[config.mk]
export PLATFORM = sky130hd
export DESIGN_NAME = cmult3_feeder
export DESIGN_NICKNAME = d
export VERILOG_FILES = /design/src/rtl/cmult3_feeder_pkg.sv /design/src/rtl/cmul_round_q.sv /design/src/rtl/cmult3_feeder.sv
export SDC_FILE = /design/constraint.sdc
export NUM_CORES = 1
export LEC_CHECK = 0
export BUFFER_PORTS_ARGS = -buffer_cell sky130_fd_sc_hd__clkbuf_2
export CELL_PAD_IN_SITES_DETAIL_PLACEMENT = 1
export CELL_PAD_IN_SITES_GLOBAL_PLACEMENT = 1
export CORE_MARGIN = 1.5
export CORE_UTILIZATION = 40
export CTS_BUF_LIST = sky130_fd_sc_hd__clkbuf_16
export DETAILED_ROUTE_END_ITERATION = 12
export PLACE_DENSITY_LB_ADDON = 0.15
export SLEW_MARGIN = 20
export SYNTH_ARGS = -nofsm -noshare
export SYNTH_HDL_FRONTEND = slang
export SYNTH_SLANG_ARGS = --single-unit
[constraint.sdc]
create_clock -name clk -period 14.7 [get_ports clk]
set_input_delay 1.47 -clock clk [delete_from_list [all_inputs] [get_ports clk]]
set_output_delay 1.47 -clock clk [all_outputs]
set_load 0.005 [all_outputs]
[src/rtl/cmult3_feeder_pkg.sv]
// Shared definitions for the three-slot complex multiply feeder:
// Q-format defaults, word-width derivation and FSM state encoding.
package cmult3_feeder_pkg;

  localparam int QI_DEF = 3;
  localparam int QF_DEF = 3;

  typedef enum logic [1:0] {
    ST_COLLECT = 2'd0,
    ST_MUL     = 2'd1,
    ST_HOLD    = 2'd2
  } state_t;

  // Total word width of a signed Q(qi).(qf) value, sign bit counted in qi.
  function automatic int width_of(input int qi, input int qf);
    return qi + qf;
  endfunction

endpackage

[src/rtl/cmul_round_q.sv]
// Combinational complex multiply (x * w) with round-half-up back to Q(QI).(QF).
// Build option CMULT3_FEEDER_SAT_EN: out-of-range results saturate; otherwise
// they wrap to the low WIDTH bits. The overflow flag is identical in both builds.
module cmul_round_q
  import cmult3_feeder_pkg::*;
#(
  parameter int QI = QI_DEF,
  parameter int QF = QF_DEF,
  localparam int W = width_of(QI, QF)
) (
  input  logic signed [W-1:0] i_xr,
  input  logic signed [W-1:0] i_xi,
  input  logic signed [W-1:0] i_wr,
  input  logic signed [W-1:0] i_wi,
  output logic signed [W-1:0] o_re,
  output logic signed [W-1:0] o_im,
  output logic                o_ovf
);

  // Full-precision width: two W-bit products summed need 2W+1 bits.
  localparam int PW = 2 * W + 1;
  localparam logic signed [PW-1:0] HALF = PW'(2 ** (QF - 1));
  localparam logic signed [PW-1:0] MAXV = PW'(2 ** (W - 1) - 1);
  localparam logic signed [PW-1:0] MINV = PW'(-(2 ** (W - 1)));

  logic signed [PW-1:0] w_xr, w_xi, w_wr, w_wi;
  logic signed [PW-1:0] w_re_full, w_im_full;
  logic signed [PW-1:0] w_re_rnd, w_im_rnd;
  logic                 w_re_hi, w_re_lo, w_im_hi, w_im_lo;

  assign w_xr = PW'(i_xr);
  assign w_xi = PW'(i_xi);
  assign w_wr = PW'(i_wr);
  assign w_wi = PW'(i_wi);

  assign w_re_full = w_xr * w_wr - w_xi * w_wi;
  assign w_im_full = w_xr * w_wi + w_xi * w_wr;

  // Adding half an LSB before the arithmetic shift gives round-half-up.
  assign w_re_rnd = (w_re_full + HALF) >>> QF;
  assign w_im_rnd = (w_im_full + HALF) >>> QF;

  assign w_re_hi = (w_re_rnd > MAXV);
  assign w_re_lo = (w_re_rnd < MINV);
  assign w_im_hi = (w_im_rnd > MAXV);
  assign w_im_lo = (w_im_rnd < MINV);

  assign o_ovf = w_re_hi | w_re_lo | w_im_hi | w_im_lo;

`ifdef CMULT3_FEEDER_SAT_EN
  assign o_re = w_re_hi ? MAXV[W-1:0] : (w_re_lo ? MINV[W-1:0] : w_re_rnd[W-1:0]);
  assign o_im = w_im_hi ? MAXV[W-1:0] : (w_im_lo ? MINV[W-1:0] : w_im_rnd[W-1:0]);
`else
  assign o_re = w_re_rnd[W-1:0];
  assign o_im = w_im_rnd[W-1:0];
`endif

endmodule

[src/rtl/cmult3_feeder.sv]
// Collects three complex samples, multiplies each by its slot coefficient
// through one shared multiplier, then holds the three products for the sink.
// Build option CMULT3_FEEDER_SAT_EN selects saturation in cmul_round_q.
//
//   state      | meaning
//   -----------+---------------------------------------------------------
//   ST_COLLECT | in_ready high, samples land in slot[cnt], coefs at slot 0
//   ST_MUL     | one product per cycle, slot order 0,1,2
//   ST_HOLD    | products + overflow presented; out_valid rises one cycle
//              | after entry and stays until out_ready
module cmult3_feeder
  import cmult3_feeder_pkg::*;
#(
  parameter int QI = QI_DEF,
  parameter int QF = QF_DEF,
  localparam int WIDTH = width_of(QI, QF)
) (
  input  logic                    clk,
  input  logic                    rst,
  input  logic                    in_valid,
  output logic                    in_ready,
  input  logic signed [WIDTH-1:0] in_Re,
  input  logic signed [WIDTH-1:0] in_Im,
  input  logic signed [WIDTH-1:0] w0_Re,
  input  logic signed [WIDTH-1:0] w0_Im,
  input  logic signed [WIDTH-1:0] w1_Re,
  input  logic signed [WIDTH-1:0] w1_Im,
  input  logic signed [WIDTH-1:0] w2_Re,
  input  logic signed [WIDTH-1:0] w2_Im,
  output logic signed [WIDTH-1:0] a_Re,
  output logic signed [WIDTH-1:0] a_Im,
  output logic signed [WIDTH-1:0] b_Re,
  output logic signed [WIDTH-1:0] b_Im,
  output logic signed [WIDTH-1:0] c_Re,
  output logic signed [WIDTH-1:0] c_Im,
  output logic                    out_valid,
  input  logic                    out_ready,
  output logic                    overflow
);

  state_t r_state, w_state_nxt;
  logic [1:0] r_cnt, r_mcnt;
  logic signed [WIDTH-1:0] r_x_re [3];
  logic signed [WIDTH-1:0] r_x_im [3];
  logic signed [WIDTH-1:0] r_w_re [3];
  logic signed [WIDTH-1:0] r_w_im [3];
  logic signed [WIDTH-1:0] r_a_re, r_a_im, r_b_re, r_b_im, r_c_re, r_c_im;
  logic r_ovf, r_out_valid;
  logic signed [WIDTH-1:0] w_op_xr, w_op_xi, w_op_wr, w_op_wi, w_p_re, w_p_im;
  logic w_p_ovf, w_accept;

  // in_ready is gated by rst so it is low during reset and high the first
  // cycle after release, without waiting for an extra register stage.
  assign in_ready = (r_state == ST_COLLECT) && !rst;
  assign w_accept = in_valid && in_ready;

  // State register.
  always_ff @(posedge clk) begin
    if (rst) r_state <= ST_COLLECT;
    else     r_state <= w_state_nxt;
  end

  // Next-state decode.
  always_comb begin
    w_state_nxt = r_state;
    unique case (r_state)
      ST_COLLECT: if (w_accept && (r_cnt == 2'd2)) w_state_nxt = ST_MUL;
      ST_MUL:     if (r_mcnt == 2'd2) w_state_nxt = ST_HOLD;
      ST_HOLD:    if (r_out_valid && out_ready) w_state_nxt = ST_COLLECT;
      default:    w_state_nxt = ST_COLLECT;
    endcase
  end

  // Operand select for the shared multiplier, driven by the MUL slot counter.
  always_comb begin
    w_op_xr = r_x_re[0];
    w_op_xi = r_x_im[0];
    w_op_wr = r_w_re[0];
    w_op_wi = r_w_im[0];
    case (r_mcnt)
      2'd1: begin
        w_op_xr = r_x_re[1]; w_op_xi = r_x_im[1];
        w_op_wr = r_w_re[1]; w_op_wi = r_w_im[1];
      end
      2'd2: begin
        w_op_xr = r_x_re[2]; w_op_xi = r_x_im[2];
        w_op_wr = r_w_re[2]; w_op_wi = r_w_im[2];
      end
      default: ;
    endcase
  end

  cmul_round_q #(.QI(QI), .QF(QF)) u_cmul (
    .i_xr  (w_op_xr),
    .i_xi  (w_op_xi),
    .i_wr  (w_op_wr),
    .i_wi  (w_op_wi),
    .o_re  (w_p_re),
    .o_im  (w_p_im),
    .o_ovf (w_p_ovf)
  );

  // Slot capture, coefficient latch, product registers, overflow and out_valid.
  always_ff @(posedge clk) begin
    if (rst) begin
      r_cnt       <= '0;
      r_mcnt      <= '0;
      r_ovf       <= 1'b0;
      r_out_valid <= 1'b0;
      r_a_re <= '0; r_a_im <= '0;
      r_b_re <= '0; r_b_im <= '0;
      r_c_re <= '0; r_c_im <= '0;
      for (int k = 0; k < 3; k++) begin
        r_x_re[k] <= '0; r_x_im[k] <= '0;
        r_w_re[k] <= '0; r_w_im[k] <= '0;
      end
    end else begin
      if (w_accept) begin
        case (r_cnt)
          2'd0: begin
            r_x_re[0] <= in_Re; r_x_im[0] <= in_Im;
            r_w_re[0] <= w0_Re; r_w_im[0] <= w0_Im;
            r_w_re[1] <= w1_Re; r_w_im[1] <= w1_Im;
            r_w_re[2] <= w2_Re; r_w_im[2] <= w2_Im;
            r_ovf     <= 1'b0;
          end
          2'd1:    begin r_x_re[1] <= in_Re; r_x_im[1] <= in_Im; end
          default: begin r_x_re[2] <= in_Re; r_x_im[2] <= in_Im; end
        endcase
        r_cnt <= (r_cnt == 2'd2) ? 2'd0 : r_cnt + 2'd1;
      end

      if (r_state == ST_MUL) begin
        case (r_mcnt)
          2'd0:    begin r_a_re <= w_p_re; r_a_im <= w_p_im; end
          2'd1:    begin r_b_re <= w_p_re; r_b_im <= w_p_im; end
          default: begin r_c_re <= w_p_re; r_c_im <= w_p_im; end
        endcase
        r_ovf  <= r_ovf | w_p_ovf;
        r_mcnt <= (r_mcnt == 2'd2) ? 2'd0 : r_mcnt + 2'd1;
      end

      if ((r_state == ST_HOLD) && !r_out_valid) r_out_valid <= 1'b1;
      else if (r_out_valid && out_ready)        r_out_valid <= 1'b0;
    end
  end

  assign a_Re      = r_a_re;
  assign a_Im      = r_a_im;
  assign b_Re      = r_b_re;
  assign b_Im      = r_b_im;
  assign c_Re      = r_c_re;
  assign c_Im      = r_c_im;
  assign overflow  = r_ovf;
  assign out_valid = r_out_valid;

endmodule

## After elaboration in Yosys (flattened, before gate mapping)

Memory sizes are Yosys's and may differ from the RTL's.
Cells that the tools add are included.

- Bits in registers: 44
- Bits in latches: 0
- Bits in writable memories: 72
- ROM bits: 0
- Input bits: 52
- Output and inout bits: 39
- Logic and storage cells: 116
- Memories: 4

Memories:

| name | depth | width | read ports | clocked after memory_dff | wr ports | RTL line | source |
|---|---|---|---|---|---|---|---|
| r_w_im | 3 | 6 | 3 | 0 | 3 | cmult3_feeder.sv:46 | `logic signed [WIDTH-1:0] r_w_im [3];` |
| r_w_re | 3 | 6 | 3 | 0 | 3 | cmult3_feeder.sv:45 | `logic signed [WIDTH-1:0] r_w_re [3];` |
| r_x_im | 3 | 6 | 3 | 0 | 3 | cmult3_feeder.sv:44 | `logic signed [WIDTH-1:0] r_x_im [3];` |
| r_x_re | 3 | 6 | 3 | 0 | 3 | cmult3_feeder.sv:43 | `logic signed [WIDTH-1:0] r_x_re [3];` |

- Add/subtract/negate cells: 6
- Multiply operators: 4
- Divide/modulo/power cells: 0
- $lt $le $gt $ge: 4
- Eq/ne operators: 9
- Shifts and indexed selects: 0
- Mux-type cells: 41
- Bitwise logic cells: 17
- Reductions and logical operators: 20

Operator list:

| operator | count |
|---|---|
| two-way mux 6 bit | 12 |
| multiplier 6 x 6 -> 12 bit | 4 |
| one-hot mux 6 bit (2 select lines) | 4 |
| adder 13 x 4 -> 13 bit (second input constant) | 2 |
| greater-than comparator 10 x 6 -> 1 bit (second input constant) | 2 |
| less-than comparator 10 x 6 -> 1 bit (second input constant) | 2 |
| two-way mux 1 bit | 19 |
| bitwise OR 1 bit | 16 |
| adder 13 bit | 1 |
| subtractor 13 bit | 1 |
| two-way mux 2 bit | 5 |
| AND reduction 2 bit | 4 |
| == test 2 x 1 -> 1 bit (second input constant) | 3 |
| == test 2 bit (second input constant) | 3 |
| logical NOT 2 bit | 3 |
| one-hot mux 2 bit (3 select lines) | 1 |
| nonzero test 2 bit | 3 |
| logical AND 1 bit | 5 |
| adder 2 x 1 -> 2 bit (second input constant) | 2 |
| inequality test 2 bit (second input constant) | 2 |
| OR reduction 2 bit | 2 |
| AND reduction 3 bit | 1 |
| logical NOT 1 bit | 2 |
| inequality test 2 x 1 -> 1 bit (second input constant) | 1 |
| NOT 1 bit | 1 |

## Depth between registers and ports, before layout

- Word-level depth: 11
- Mapped depth: 35
- Mapped depth without buffers: 31

## Modules after synthesis

A second synthesis with hierarchy kept.

- Cell total of the unflattened synthesis: 1,104
- Area, all modules: 10,839.1 µm²

By module, submodules not included:

| module | instances | cells an instance | area each (µm²) |
|---|---|---|---|
| cmul_round_q | 1 | 690 | 6,231.0 |
| cmult3_feeder | 1 | 414 | 4,608.2 |

## Least setup slack after synthesis

No wires, ideal clock.

- Path kind: register -> register
- From: register r_mcnt[0]
- To: register r_ovf (netlist: overflow)
- Setup time: 130 ps
- Arrival: 7,405 ps
- Slack: 7,165 ps
- Stages on the path, launching flop included: 32
- Clock period less this slack: 7,535 ps
- Cell sequence: dfxtp_1 inv_1 ha_1 buf_2 buf_2 buf_1 o21ai_1 inv_1 nand2_1 fa_1 fa_1 inv_1 fa_1 inv_1 fa_1 inv_1 ha_1 a21o_1 a21oi_1 o21bai_1 a21oi_1 o21bai_1 a21oi_1 xnor2_1 ha_1 ha_1 and2_1 a311oi_1 xor2_1 or4_1 a32oi_1 o31ai_1

- Longest elaborated chain between the ends: 11

RTL lines:

| element | RTL line | source |
|---|---|---|
| from (decl) | cmult3_feeder.sv:42 | `logic [1:0] r_cnt, r_mcnt;` |
| from (signal assigned) | cmult3_feeder.sv:140 | `r_mcnt <= (r_mcnt == 2'd2) ? 2'd0 : r_mcnt + 2'd1;` |
| == test 2 bit or == test 2 x 1 -> 1 bit (tied branches) | cmult3_feeder.sv:80 | `case (r_mcnt)` |
| one-hot mux 6 bit (2 select lines) | cmult3_feeder.sv:80 |  |
| multiplier 6 x 6 -> 12 bit | cmul_round_q.sv:36 | `assign w_re_full = w_xr * w_wr - w_xi * w_wi;` |
| subtractor 13 bit | cmul_round_q.sv:36 |  |
| adder 13 x 4 -> 13 bit | cmul_round_q.sv:40 | `assign w_re_rnd = (w_re_full + HALF) >>> QF;` |
| greater-than comparator 10 x 6 -> 1 bit or less-than comparator 10 x 6 -> 1 bit (tied branches) | cmul_round_q.sv:43, cmul_round_q.sv:44 |  |
| bitwise OR 1 bit (2 in a row) | cmul_round_q.sv:48 | `assign o_ovf = w_re_hi \| w_re_lo \| w_im_hi \| w_im_lo;` |
| bitwise OR 1 bit * | cmul_round_q.sv:48 |  |
| bitwise OR 1 bit * | cmult3_feeder.sv:139 | `r_ovf <= r_ovf \| w_p_ovf;` |
| two-way mux 1 bit * | cmult3_feeder.sv:133 | `if (r_state == ST_MUL) begin` |
| to (signal assigned) | cmult3_feeder.sv:139 |  |
| to (decl) | cmult3_feeder.sv:48 | `logic r_ovf, r_out_valid;` |

Every way passes the cells marked *; elsewhere a longest branch is shown, timed or not.
A chain may end at the register's enable or synchronous reset.

## Final worst setup path

Same ends and word-level chain as after synthesis.

==> impl_metrics.tcl <==
set metrics [dict create \
    min_period_over_period_pct 56.1 \
    dieHeight_um 168 \
    yosys_warnings 0 \
    post-synth-top-count-cell "sky130_fd_sc_hd__inv_1" \
    detail_route.iter0.violations 376 \
    period_needed_ns 8.25 \
    power.sequential.fraction_pct 16.3 \
    dpl_cell_area_mm2 0.0118 \
    peakVddDrop_mv 0.125 \
    maxSlewViolCount 0 \
    chipWidth_um 168 \
    holdCritPathClass "reg -> reg" \
    power.switching_mw 1.08 \
    outcome "finished, final reports clean" \
    via_count_of_the_first_global_routing_pass 8501 \
    diodes_inserted 0 \
    synth_seq_area_share_pct 27.9 \
    synthesis.nets 1434 \
    synth_adder_area_share_pct 33.9 \
    synth_largest_area_cell "sky130_fd_sc_hd__edfxtp_1" \
    netlist_instances 1148 \
    grt_util_met1_pct 28.2 \
    r2r_cells 29 \
    clk_transition_reported_paths_ns 0.07 \
    die-area_mm2 0.0283 \
    vias_per_inst 5.09 \
    grt_setup_unrepaired "no" \
    cts_tree "done" \
    pin_slew_with_the_least_headroom_to_its_limit_ns 0.998 \
    cts_htree_levels 4 \
    clk_latency_ns 0.42 \
    cp_slowest_stage_delay_ns 0.98 \
    fin_nets 1518 \
    post_cts_hold_buffer_count 0 \
    dominantRegCellSynth "sky130_fd_sc_hd__edfxtp_1" \
    routed_length_per_placed_instance_um 17.6 \
    finalWorstSetupSlack_ns 6.45 \
    power_switching_share_pct 47.3 \
    worst_case_clock_skew_ns 0.0212 \
    asyncSetResetFlopFracSynth_pct 0 \
    post_synth_main_area_contributors "sky130_fd_sc_hd__edfxtp_1 (20%), sky130_fd_sc_hd__fa_1 (19%), sky130_fd_sc_hd__ha_1 (15%)" \
    syn_avg_cell_area_um2 9.52 \
    numCtsBuffers 17 \
    final-setup-viol-count 0 \
    maxCapViolCount 0 \
    drtPass1Iterations 7 \
    grtUsageTotal_pct 20.7 \
    yosysTopAreaCellShare_pct 19.8 \
    ctsResizeCount 0 \
    routabilityCongestion 0.843 \
    crit_path_max_fanout 62 \
    worstPathArrival_ns 8.54 \
    timing.hold.worst_path_depth 2 \
    combinational_family_with_the_most_area_after_synthesis "adder cells" \
    final-seq-area_mm2 0.00304 \
    crit_required_ns 14.99 \
    max_clock_freq_mhz 121 \
    post_route_cells_drive_above_1_share_pct 13.2 \
    totalNegativeSetupSlack_ns 0 \
    groute.layer.met2.usage_pct 34.4 \
    cp_startpoint_kind "register" \
    dp_worst_setup_slack_ns 6.32 \
    post_synth_instance_area_mm2 0.0109 \
    grt_antenna_before_repair 0 \
    synth.ff_latch_count 116 \
    first_pass_grt_wire_length_um 45300 \
    total_leakage_power_nw 5.86 \
    yosys-mux-area-fraction_pct 0.286 \
    intPower_mw 1.21 \
    remaining_drc_errors 0 \
    relSlewSlack_pct 33.4 \
    power_frac_clock_pct 18.8 \
    grt_busiest_layer "met2" \
    initial_utilization_pct 40.6 \
    gr-usage-met3_pct 2.09 \
    timing_worst_setup_path_type "reg -> reg" \
    hold_violations 0 \
    totalWireLength_um 28000 \
    drtAntennaViolNets 0 \
    cellPowerDensity_mw_per_mm2 185 \
    cts-root-to-sink-buffers 2 \
    via_count 8065 \
    hpwl_um 22600 \
    final.fill_count 3110 \
    yosysUniqueCellTypes 57 \
    globalRouteOverflowTotal 0 \
    synth_compound_area_share_pct 11.3 \
    synth-simple-area-share_pct 14.3 \
    num_rows 60 \
    grt_start_max_net_pins 63 \
    synth-edff-count 72 \
    multi_input_area_mm2 0.00712 \
    buffer_ports.inserted 90 \
    end_kind "register" \
    layout.cell_area.non_filler_mm2 0.0124 \
    comb_power_share_pct 65.0 \
    synth_top_cells_by_count "sky130_fd_sc_hd__inv_1 (162), sky130_fd_sc_hd__nor2_1 (160), sky130_fd_sc_hd__ha_1 (130)" \
    post-cts-setup-buffer-count 0 \
    fin_util_pct 46.0 \
    core_region_area_mm2 0.0269 \
    layout_area_overhead_pct 13.2 \
    worst_path_max_delay_cell "sky130_fd_sc_hd__ha_2" \
    clkSinkCount 116 \
    clk_root_buffer_cell "sky130_fd_sc_hd__clkbuf_16" \
    ios 91 \
    synth_xor_xnor_area_share_pct 5.21 \
]
==> flip-flops by register name, summed over array words and instances (netlist names) <==
register and count:
r_w_im 18, r_w_re 18, r_x_im 18, r_x_re 18, a_Im 6, a_Re 6
b_Im 6, b_Re 6, c_Im 6, c_Re 6, r_cnt 2, r_mcnt 2
r_state 2, out_valid 1, overflow 1
==> kinds of logic (layout without fill, tap and decap cells) <==
family | count (synthesis) | after routing
multiplexers | 3 | 3
buffers and inverters | 202 | 299
AO/OA/AOI/OAI | 183 | 183
adder cells (fa/ha/maj) | 234 | 234
flip-flops | 116 | 116
XOR/XNOR | 65 | 65
AND/OR/NAND/NOR | 345 | 345
==> worst paths after layout <==
check	from	endpoint	slack, ns
hold / removal	b_Im[0]	b_Im[0]	0.45
setup / recovery	r_mcnt[0]	overflow	6.45
setup reg to reg	r_mcnt[0]	overflow	6.45
hold reg to reg	b_Im[0]	b_Im[0]	0.45
==> cells in the final DEF (no fill, tap or decap), drive strengths merged, types with 12 or more instances in the layout <==
cell    count
fa        104
o21ai      14
buf        15
ha        130
a21oi      79
dfxtp      44
xor2       14
edfxtp     72
nor2      160
o21bai     12
inv       171
nand2      81
a21o       30
and2       42
and3       13
a22oi      24
nand2b     15
xnor2      51
clkbuf    107
==> final cells by class <==
type | count | area share, %
Clock buffer | 17 | 3.44
Clock inverter | 15 | 1.46
Inverter | 162 | 4.92
Multi-Input combinational cell | 830 | 57.6
Sequential cell | 116 | 24.6
Tap cell | 341 | 3.45
Timing Repair Buffer | 105 | 4.55
==> worst max-delay path: cells and delay by family (launching register included) <==
| kind | cells | cell delay (ns) |
|---|---|---|
| xor+xnor | 2 | 0.31 |
| fa+ha+maj | 8 | 4.02 |
| buf+inv | 4 | 0.26 |
| compound gates | 11 | 2.02 |
| simple gates | 4 | 1.12 |
| flops | 1 | 0.37 |
==> power groups by stage <==
| stage | Clock (mW) | Combinational [mW] | Sequential (mW) |
|---|---|---|---|
| 2_1_floorplan | 0 | 1.09 | 0.376 |
| 3_3_place_gp | 0 | 1.46 | 0.380 |
| 3_5_place_dp | 0 | 1.49 | 0.379 |
| 4_1_cts | 0.436 | 1.51 | 0.372 |
| 5_1_grt | 0.445 | 1.69 | 0.374 |
| 6_report | 0.430 | 1.49 | 0.372 |
==> per-stage QoR <==
stage               total power, mW  cells  hold WS (ns)
floorplan                      1.46   1148         0.453
global placement               1.84   1554         0.444
detailed placement             1.87   1554         0.447
CTS                            2.32   1586         0.455
global route                   2.51   1586         0.481
finish                         2.29   1586         0.454
==> per-layer routing <==
metal | share of wire [%] | vias up
met5 | 0 | -
met4 | 2.1 | 0
met3 | 2.8 | 17
met2 | 48 | 134
met1 | 47 | 4000
li1 | - | 3914
(Power assumes the default switching activity.)
